[config.mk]
export PLATFORM = sky130hd
export DESIGN_NAME = fir_sync_fifo_flat
export DESIGN_NICKNAME = d
export VERILOG_FILES = /design/src/rtl/fir_sync_fifo_if.sv /design/src/rtl/fir_sync_fifo.sv /design/src/flat_wrapper.sv
export SDC_FILE = /design/constraint.sdc
export NUM_CORES = 1
export LEC_CHECK = 0
export CORE_MARGIN = 4
export CORE_UTILIZATION = 45
export DETAILED_ROUTE_END_ITERATION = 7
export PLACE_DENSITY = 0.57
export SLEW_MARGIN = 40
export SYNTH_ARGS = -nofsm -noshare
export SYNTH_HDL_FRONTEND = slang
export SYNTH_SLANG_ARGS = --single-unit
[constraint.sdc]
create_clock -name clk -period 8.9 [get_ports clk]
set_input_delay 1.335 -clock clk [delete_from_list [all_inputs] [get_ports clk]]
set_output_delay 1.335 -clock clk [all_outputs]
set_load 0.1 [all_outputs]
[src/rtl/fir_sync_fifo_if.sv]
// Sample FIFO port bundle: write, read, status and error signals.
// master drives requests and data; slave is the FIFO itself.
interface fir_sync_fifo_if #(
  parameter int WIDTH  = 16,
  parameter int ADDR_W = 6
);
  logic                    flush;
  logic                    wen;
  logic signed [WIDTH-1:0] din;
  logic                    full;
  logic                    almost_full;
  logic                    ren;
  logic signed [WIDTH-1:0] dout;
  logic                    dout_vld;
  logic                    empty;
  logic                    almost_empty;
  logic [ADDR_W:0]         count;
  logic                    overflow;
  logic                    underflow;
  logic                    err_clr;

  modport master (
    output flush, wen, din, ren, err_clr,
    input  full, almost_full, dout, dout_vld,
    input  empty, almost_empty, count,
    input  overflow, underflow
  );

  modport slave (
    input  flush, wen, din, ren, err_clr,
    output full, almost_full, dout, dout_vld,
    output empty, almost_empty, count,
    output overflow, underflow
  );
endinterface

[src/rtl/fir_sync_fifo.sv]
// Single-clock sample FIFO with watermarks, sticky errors and flush.
// Define FIR_SYNC_FIFO_FWFT_EN for first-word-fall-through reads.
module fir_sync_fifo #(
  parameter int WIDTH     = 16,
  parameter int DEPTH     = 64,
  parameter int ADDR_W    = 6,
  parameter int AF_THRESH = 56,
  parameter int AE_THRESH = 8
) (
  input logic            clk,
  input logic            rstn,
  fir_sync_fifo_if.slave bus
);
  localparam logic [ADDR_W:0] FULL_C =
    (ADDR_W+1)'(DEPTH);
  localparam logic [ADDR_W:0] AF_C =
    (ADDR_W+1)'(AF_THRESH);
  localparam logic [ADDR_W:0] AE_C =
    (ADDR_W+1)'(AE_THRESH);

  logic [WIDTH-1:0] mem [DEPTH];
  logic [ADDR_W:0]  wr_ptr;
  logic [ADDR_W:0]  rd_ptr;
  logic [ADDR_W:0]  cnt;
  logic             is_full;
  logic             is_empty;
  logic             wr_acc;
  logic             rd_acc;
  logic             ovf_q;
  logic             unf_q;
  logic [WIDTH-1:0] head;
  logic [WIDTH-1:0] dout_w;
  logic             vld_w;

  // wrap bit makes the difference exact over 0..DEPTH
  assign cnt      = wr_ptr - rd_ptr;
  assign is_full  = (cnt == FULL_C);
  assign is_empty = (wr_ptr == rd_ptr);
  assign head     = mem[rd_ptr[ADDR_W-1:0]];

  assign wr_acc = bus.wen & ~is_full & ~bus.flush;
  assign rd_acc = bus.ren & ~is_empty & ~bus.flush;

  always_ff @(posedge clk or negedge rstn) begin
    if (!rstn) begin
      wr_ptr <= '0;
      rd_ptr <= '0;
    end else if (bus.flush) begin
      wr_ptr <= '0;
      rd_ptr <= '0;
    end else begin
      if (wr_acc) wr_ptr <= wr_ptr + 1'b1;
      if (rd_acc) rd_ptr <= rd_ptr + 1'b1;
    end
  end

  always_ff @(posedge clk) begin
    if (wr_acc) mem[wr_ptr[ADDR_W-1:0]] <= bus.din;
  end

  // a new rejection wins over a same-cycle clear
  always_ff @(posedge clk or negedge rstn) begin
    if (!rstn) begin
      ovf_q <= 1'b0;
      unf_q <= 1'b0;
    end else begin
      ovf_q <= (bus.wen & is_full & ~bus.flush)
             | (ovf_q & ~bus.err_clr);
      unf_q <= (bus.ren & is_empty & ~bus.flush)
             | (unf_q & ~bus.err_clr);
    end
  end

`ifdef FIR_SYNC_FIFO_FWFT_EN
  logic [WIDTH-1:0] hold_q;

  always_ff @(posedge clk or negedge rstn) begin
    if (!rstn) hold_q <= '0;
    else       hold_q <= dout_w;
  end

  assign dout_w = is_empty ? hold_q : head;
  assign vld_w  = ~is_empty;
`else
  logic [WIDTH-1:0] dout_q;
  logic             vld_q;

  always_ff @(posedge clk or negedge rstn) begin
    if (!rstn) begin
      dout_q <= '0;
      vld_q  <= 1'b0;
    end else begin
      vld_q <= rd_acc;
      if (rd_acc) dout_q <= head;
    end
  end

  assign dout_w = dout_q;
  assign vld_w  = vld_q;
`endif

  assign bus.dout         = dout_w;
  assign bus.dout_vld     = vld_w;
  assign bus.count        = cnt;
  assign bus.full         = is_full;
  assign bus.empty        = is_empty;
  assign bus.almost_full  = (cnt >= AF_C);
  assign bus.almost_empty = (cnt <= AE_C);
  assign bus.overflow     = ovf_q;
  assign bus.underflow    = unf_q;
endmodule
[src/flat_wrapper.sv]
// flat-port wrapper written by rule: the top's interface ports become plain ports
module fir_sync_fifo_flat 
#(
  parameter int WIDTH     = 16,
  parameter int DEPTH     = 64,
  parameter int ADDR_W    = 6,
  parameter int AF_THRESH = 56,
  parameter int AE_THRESH = 8
)
  (clk, rstn, bus_flush, bus_wen, bus_din, bus_ren, bus_err_clr, bus_full, bus_almost_full, bus_dout, bus_dout_vld, bus_empty, bus_almost_empty, bus_count, bus_overflow, bus_underflow);
  fir_sync_fifo_if #(.WIDTH(WIDTH), .ADDR_W(ADDR_W)) bus_i ();
  input logic clk;
  input logic rstn;
  input wire logic [$bits(bus_i.flush)-1:0] bus_flush;
  input wire logic [$bits(bus_i.wen)-1:0] bus_wen;
  input wire logic [$bits(bus_i.din)-1:0] bus_din;
  input wire logic [$bits(bus_i.ren)-1:0] bus_ren;
  input wire logic [$bits(bus_i.err_clr)-1:0] bus_err_clr;
  output wire logic [$bits(bus_i.full)-1:0] bus_full;
  output wire logic [$bits(bus_i.almost_full)-1:0] bus_almost_full;
  output wire logic [$bits(bus_i.dout)-1:0] bus_dout;
  output wire logic [$bits(bus_i.dout_vld)-1:0] bus_dout_vld;
  output wire logic [$bits(bus_i.empty)-1:0] bus_empty;
  output wire logic [$bits(bus_i.almost_empty)-1:0] bus_almost_empty;
  output wire logic [$bits(bus_i.count)-1:0] bus_count;
  output wire logic [$bits(bus_i.overflow)-1:0] bus_overflow;
  output wire logic [$bits(bus_i.underflow)-1:0] bus_underflow;
  assign bus_i.flush = bus_flush;
  assign bus_i.wen = bus_wen;
  assign bus_i.din = bus_din;
  assign bus_i.ren = bus_ren;
  assign bus_i.err_clr = bus_err_clr;
  assign bus_full = bus_i.full;
  assign bus_almost_full = bus_i.almost_full;
  assign bus_dout = bus_i.dout;
  assign bus_dout_vld = bus_i.dout_vld;
  assign bus_empty = bus_i.empty;
  assign bus_almost_empty = bus_i.almost_empty;
  assign bus_count = bus_i.count;
  assign bus_overflow = bus_i.overflow;
  assign bus_underflow = bus_i.underflow;
  fir_sync_fifo #(.WIDTH(WIDTH), .DEPTH(DEPTH), .ADDR_W(ADDR_W), .AF_THRESH(AF_THRESH), .AE_THRESH(AE_THRESH)) u_core (.clk(clk), .rstn(rstn), .bus(bus_i));
endmodule
==> impl_metrics.tcl, run 1 <==
set metrics [dict create \
    grt_pass1_wl_mm 147 \
    synth_area_sq_um 41000 \
    synth_cells 1986 \
    vdd_ir_drop_max_uv 362 \
    timing.max_cap.violations 0 \
    async_reset_ff_share_pct 3.12 \
    period_needed_ps 5790 \
    skew_ps 28.6 \
    n_fill_cell 7127 \
    setup.worst_path.class "flip-flop to output pin" \
    die_w_microns 310 \
    dr.pass1.iters 6 \
    place.gp.congestion 0.887 \
    drive_gt1_share_pct 23.9 \
    fin_hold_ws_ps 555 \
    cts_resized 0 \
    clockBufferDepth 3 \
    fin_crit_sh_pct 65.0 \
    reg2reg_from "u_core.rd_ptr[4]" \
    crit_chain "clkinv_1 -> ha_1 -> nand3_1 -> o21bai_1 -> a21oi_1 -> nor2_1 -> a2111oi_0 -> buf_2" \
    setup_viol 0 \
    p_per_area_nw_per_um2 258 \
    wl_per_cell_microns 30.4 \
    hold_violations 0 \
    path_clk_slew_ps 60 \
    ys.flop_type "edfxtp_1" \
    clock_latency_ps 680 \
    max_freq_mhz 173 \
    startpoint "u_core.rd_ptr[4]" \
    cts.sinks 1057 \
    cp_max_fo 25 \
    io_buffer_count 51 \
    drt-total-wl_mm 104 \
    detailed_place_hpwl_mm 62.4 \
    ys_types 53 \
    end_kind "output pin" \
    synth-seq-cells 1057 \
    antenna_found_initial 5 \
    postCtsSetupRepairBufs 0 \
    synthTopCellsByCount "edfxtp_1, mux4_2, mux2i_1" \
    syn_area_per_cell_sq_um 20.7 \
    relSlewSlack_pct 38.1 \
    synth_seq_area_share_pct 76.9 \
    ant_nets 0 \
    coreArea_sq_um 90300 \
    hold_class "flip-flop to flip-flop" \
    cts-htree-levels 3 \
    final_nets 2176 \
    synth_nets 2017 \
    cp.required_ps 7570 \
    grt_usage_pct 21.5 \
    viasPerCell 6.01 \
    status "finished, final reports clean" \
    drt_drc_violations_left 0 \
    ys_warn_count 0 \
    hold_start "u_core.bus.underflow" \
    synth.most_common_cell "edfxtp_1" \
    worst_path_max_delay_cell "dfrtp_2" \
    synth_top_cells_by_area "edfxtp_1, mux4_2, mux2i_1" \
    tns_ps 0 \
    cts_hold_buf 0 \
    crit_arrival_ps 4450 \
    grt-ovfl-total 0 \
    ioPinCount 52 \
    worstMarginPinSlew_ps 923 \
    max_stage_delay_ps 670 \
    drt_iter0_markers 2137 \
    numCtsBuffers 107 \
    synth-edff-count 1024 \
    grt_pass1_vias 20548 \
    grt_max_degree 96 \
    yosysTopAreaCell "edfxtp_1" \
    drv_slew 0 \
    rsz0062_at_grt "no" \
    synth_top_area_share_pct 74.9 \
    p_leak_uw 0.0145 \
    cp-start-kind "flip-flop" \
    area_delta_synth_final_pct 13.2 \
    cts_tree "yes" \
    row_count 110 \
    die_h_microns 310 \
    die-area_sq_um 96100 \
    cts-root-buf "clkbuf_16" \
    vias 20516 \
    utilization_pct 51.4 \
    start_util_pct 45.5 \
]
layer usage:
| metal | vias up | global-route usage, % | share of wire, % |
|---|---|---|---|
| li1 | 8603 | - | - |
| met3 | 173 | 5.15 | 8.3 |
| met4 | 2 | 7.26 | 3.2 |
| met5 | - | 0 | 0.013 |
| met1 | 10874 | 30.8 | 42 |
| met2 | 864 | 33.0 | 46 |
state kept, by name (all words and copies together) (netlist names):
name                  flops
u_core.bus.dout          16
u_core.bus.dout_vld       1
u_core.bus.overflow       1
u_core.bus.underflow      1
u_core.mem             1024
u_core.rd_ptr             7
u_core.wr_ptr             7
worst paths after layout:
check                                       endpoint  slack, ps  cells after the start
worst min register to register  u_core.bus.underflow        560                      2
worst max register to register     u_core.mem[48][7]       3870                      9
worst max-delay path                bus_almost_empty       3110                      8
max in group asynchronous           u_core.rd_ptr[1]       7820                      1
min in group asynchronous       u_core.bus.underflow        620                      1
worst min-delay path            u_core.bus.underflow        560                      2
placed cells by master, fill, tap and decap left out, types with 31 or more instances in the layout:
master and n:
mux4_2 205, mux2i_1 117, buf_4 98, nand2_1 31, buf_2 46, edfxtp_1 1024, nor2_1 108, clkbuf_16 108
a22oi_1 44, a21oi_1 36
through the flow:
step / setup slack [ps] / cell area [sq um] / cells / power, uW
floorplan: 375 / 41000 / 1986 / 7220
global placement: 2980 / 43100 / 3209 / 7830
detailed placement: 3200 / 43000 / 3209 / 7770
CTS: 2790 / 46300 / 3403 / 12100
global route: 2760 / 46400 / 3406 / 12400
finish: 3110 / 46500 / 3411 / 12000
logic make-up after synthesis:
group,after synthesis,synth area share [%]
buf+inv,132,1.74
simple gates,221,2.43
mux,333,14.4
fa+ha+maj,9,0.293
flops,1057,76.9
xor+xnor,10,0.213
compound gates,224,3.98
worst max-delay path: cells and delay by family (launching register included):
kind            cells  cell delay (ps)
buf+inv             2             1130
compound gates      3             1100
simple gates        2              270
fa+ha+maj           1              600
flops               1              670
cell type report:
| type | instances | area (sq um) | area share, % |
|---|---|---|---|
| Clock inverter | 57 | 489 | 1.05 |
| Clock buffer | 137 | 2850 | 6.14 |
| Tap cell | 1176 | 1470 | 3.17 |
| Sequential cell | 1057 | 31600 | 68.0 |
| Inverter | 26 | 98.8 | 0.213 |
| Antenna cell | 5 | 12.5 | 0.0269 |
| Multi-Input combinational cell | 797 | 8800 | 19.0 |
| Timing Repair Buffer | 156 | 1140 | 2.45 |
report_power, final:
part | total [uW] | internal (uW) | switching [uW] | leakage, uW
clock network | 4300 | 2460 | 1840 | 0.00163
registers | 5620 | 5510 | 112 | 0.00961
logic | 2050 | 698 | 1350 | 0.00324
total | 12000 | 8670 | 3310 | 0.0145
No activity file was read; power rests on OpenSTA's default activity.
==> inputs of run 2 (changes only) <==
PLACE_DENSITY = 0.6   (was 0.57)
clock period = 4.8 ns   (was 8.9 ns; I/O delays follow)
==> run 2 against run 1 <==
  * Setup slack worse by 2600 ps
  * Clock power up 83%
  * Clock skew down 3.4 ps
  * Global-route usage up 0.11 points
  * Utilization up 0.21 points
  * Via count up 0.78%
  * Sequential cell count unchanged
  * Combinational power up 92%
  * Critical endpoint is now bus_full
  * Largest cell class unchanged
==> impl_metrics.tcl, run 2 (synthesized netlist as in run 1, its figures left out) <==
set metrics [dict create \
    p_clk_share_pct 35.5 \
    setup.worst_path.class "flip-flop to output pin" \
    final_nets 2185 \
    layout_common_cells "edfxtp_1, mux4_2, mux2i_1, buf_4, nor2_1" \
    postCtsSetupRepairBufs 0 \
    busiest_layer "met2" \
    clock_latency_ps 670 \
    p_leak_uw 0.0146 \
    cts-htree-levels 3 \
    path_clk_slew_ps 60 \
    largest_reg_flops 1024 \
    start_util_pct 45.5 \
    area_delta_synth_final_pct 13.6 \
    io_buffer_count 51 \
    drive_gt1_share_pct 24.6 \
    coreArea_sq_um 90300 \
    setup_viol 0 \
    numCtsBuffers 102 \
    p_per_area_nw_per_um2 476 \
    use_met3_pct 3.93 \
    p_switching_uw 6030 \
    cts_hold_buf 0 \
    ioPinCount 52 \
    end_kind "output pin" \
    cp_max_fo 12 \
    drt_drc_violations_left 0 \
    antenna_found_initial 5 \
    worstRegToRegCells 8 \
    place.gp.congestion 0.821 \
    place_inst 3225 \
    comb_power_share_pct 17.7 \
    hold_violations 0 \
    detailed_place_hpwl_mm 61.2 \
    sequentialPowerShare_pct 46.7 \
    grt_usage_pct 21.6 \
    diodes 0 \
    cts.sinks 1057 \
    cts_tree "yes" \
    rsz0062_at_grt "no" \
    grt_pass1_vias 20896 \
    wl_per_cell_microns 30.2 \
    finalPower_uw 22200 \
    met1_usage_pct 32.1 \
    die_h_microns 310 \
    skew_ps 25.1 \
    design_area_sq_um 46600 \
    clockBufferDepth 3 \
    worstMarginPinSlew_ps 915 \
    cts_resized 0 \
    p_int_uw 16200 \
    crit_arrival_ps 3540 \
    fin_crit_sh_pct 88.7 \
    swShare_pct 27.2 \
    final_cells 3418 \
    grt-ovfl-total 0 \
    die-area_sq_um 96100 \
    ant_nets 0 \
    met2_usage_pct 33.6 \
    cts-root-buf "clkbuf_16" \
    max_freq_mhz 235 \
    timing.max_cap.violations 0 \
    die_w_microns 310 \
    grt_max_degree 100 \
    vdd_ir_drop_max_uv 401 \
    status "finished, final reports clean" \
    relSlewSlack_pct 38.7 \
    drt_iter0_markers 2336 \
    viasPerCell 6.05 \
    cp.required_ps 4080 \
    placed_area_sq_um 43300 \
    grt_pass1_wl_mm 149 \
    dr.pass1.iters 5 \
    vias 20677 \
    fin_hold_ws_ps 145 \
    cp-start-kind "flip-flop" \
    hold_class "input pin to async pin" \
    drv_slew 0 \
    drt-total-wl_mm 103 \
    period_needed_ps 4260 \
    row_count 110 \
    final_common_cell "edfxtp_1" \
]
[run 2: cell types whose count changed in the layout (fill, tap and decap cells not counted), moves of 3 or more]
cell	change
clkinv_1	-8
buf_4	+19
diode_2	-5
clkbuf_1	+7
clkbuf_8	+3
buf_12	+7
buf_2	-11
clkbuf_16	-5
[run 2: power by group through the flow]
stage	logic, uW	registers [uW]	clock network [uW]
floorplan	2400	11000	0
global placement	3980	10600	0
detailed placement	3960	10600	0
CTS	3970	10400	8000
global route	4130	10400	8420
finish	3930	10400	7880
[run 2: path summary, 6_finish.rpt]
| kind | startpoint | end | slack [ps] |
|---|---|---|---|
| worst max register to register | u_core.rd_ptr[0] | u_core.bus.dout[13] | 770 |
| min in group clk | bus_din[10] | u_core.mem[2][10] | 390 |
| worst min-delay path | rstn | u_core.bus.underflow | 150 |
| max in group asynchronous | rstn | u_core.rd_ptr[0] | 4150 |
| worst min register to register | u_core.bus.underflow | u_core.bus.underflow | 550 |
| worst max-delay path | u_core.wr_ptr[0] | bus_full | 540 |
[run 2: routing by layer]
metal / part of all wire (%) / wire (microns)
met5: 0.013 / 13
met4: 2.1 / 2210
met3: 7.9 / 8200
met2: 47 / 48500
met1: 43 / 44400
[run 2: area by class of cell]
class | instances | area, sq um
flip-flops and latches | 1057 | 31600
repair buffers | 170 | 1360
clock inverters | 50 | 500
clock buffers | 142 | 2790
fillers | 7117 | 43600
inverters | 26 | 104
well taps | 1176 | 1470
multi-input cells | 797 | 8830
[run 2: critical path, cell delays in order, from the launching register on]
cell and delay (ps):
dfrtp_1 500, clkinv_2 200, ha_4 200, inv_1 80, fa_2 430, or3_1 380
a21oi_1 180, o2111ai_2 320, buf_4 300, inv_1 100, buf_12 180
[run 2: through the flow]
stage          worst slack [ps]  setup TNS, ps  util [%]
4_1_cts                     422              0      51.6
6_report                    544              0      51.7
3_3_place_gp                682              0      48.0
3_5_place_dp                764              0      48.0
5_1_grt                     369              0      51.7
2_1_floorplan             -2930          -2930         -
==> inputs of run 3 (changes only) <==
CTS_CLUSTER_DIAMETER = 80   (was default)
==> results of run 3 <==
No change in the layout: final DEF, timing and power equal those of run 2.
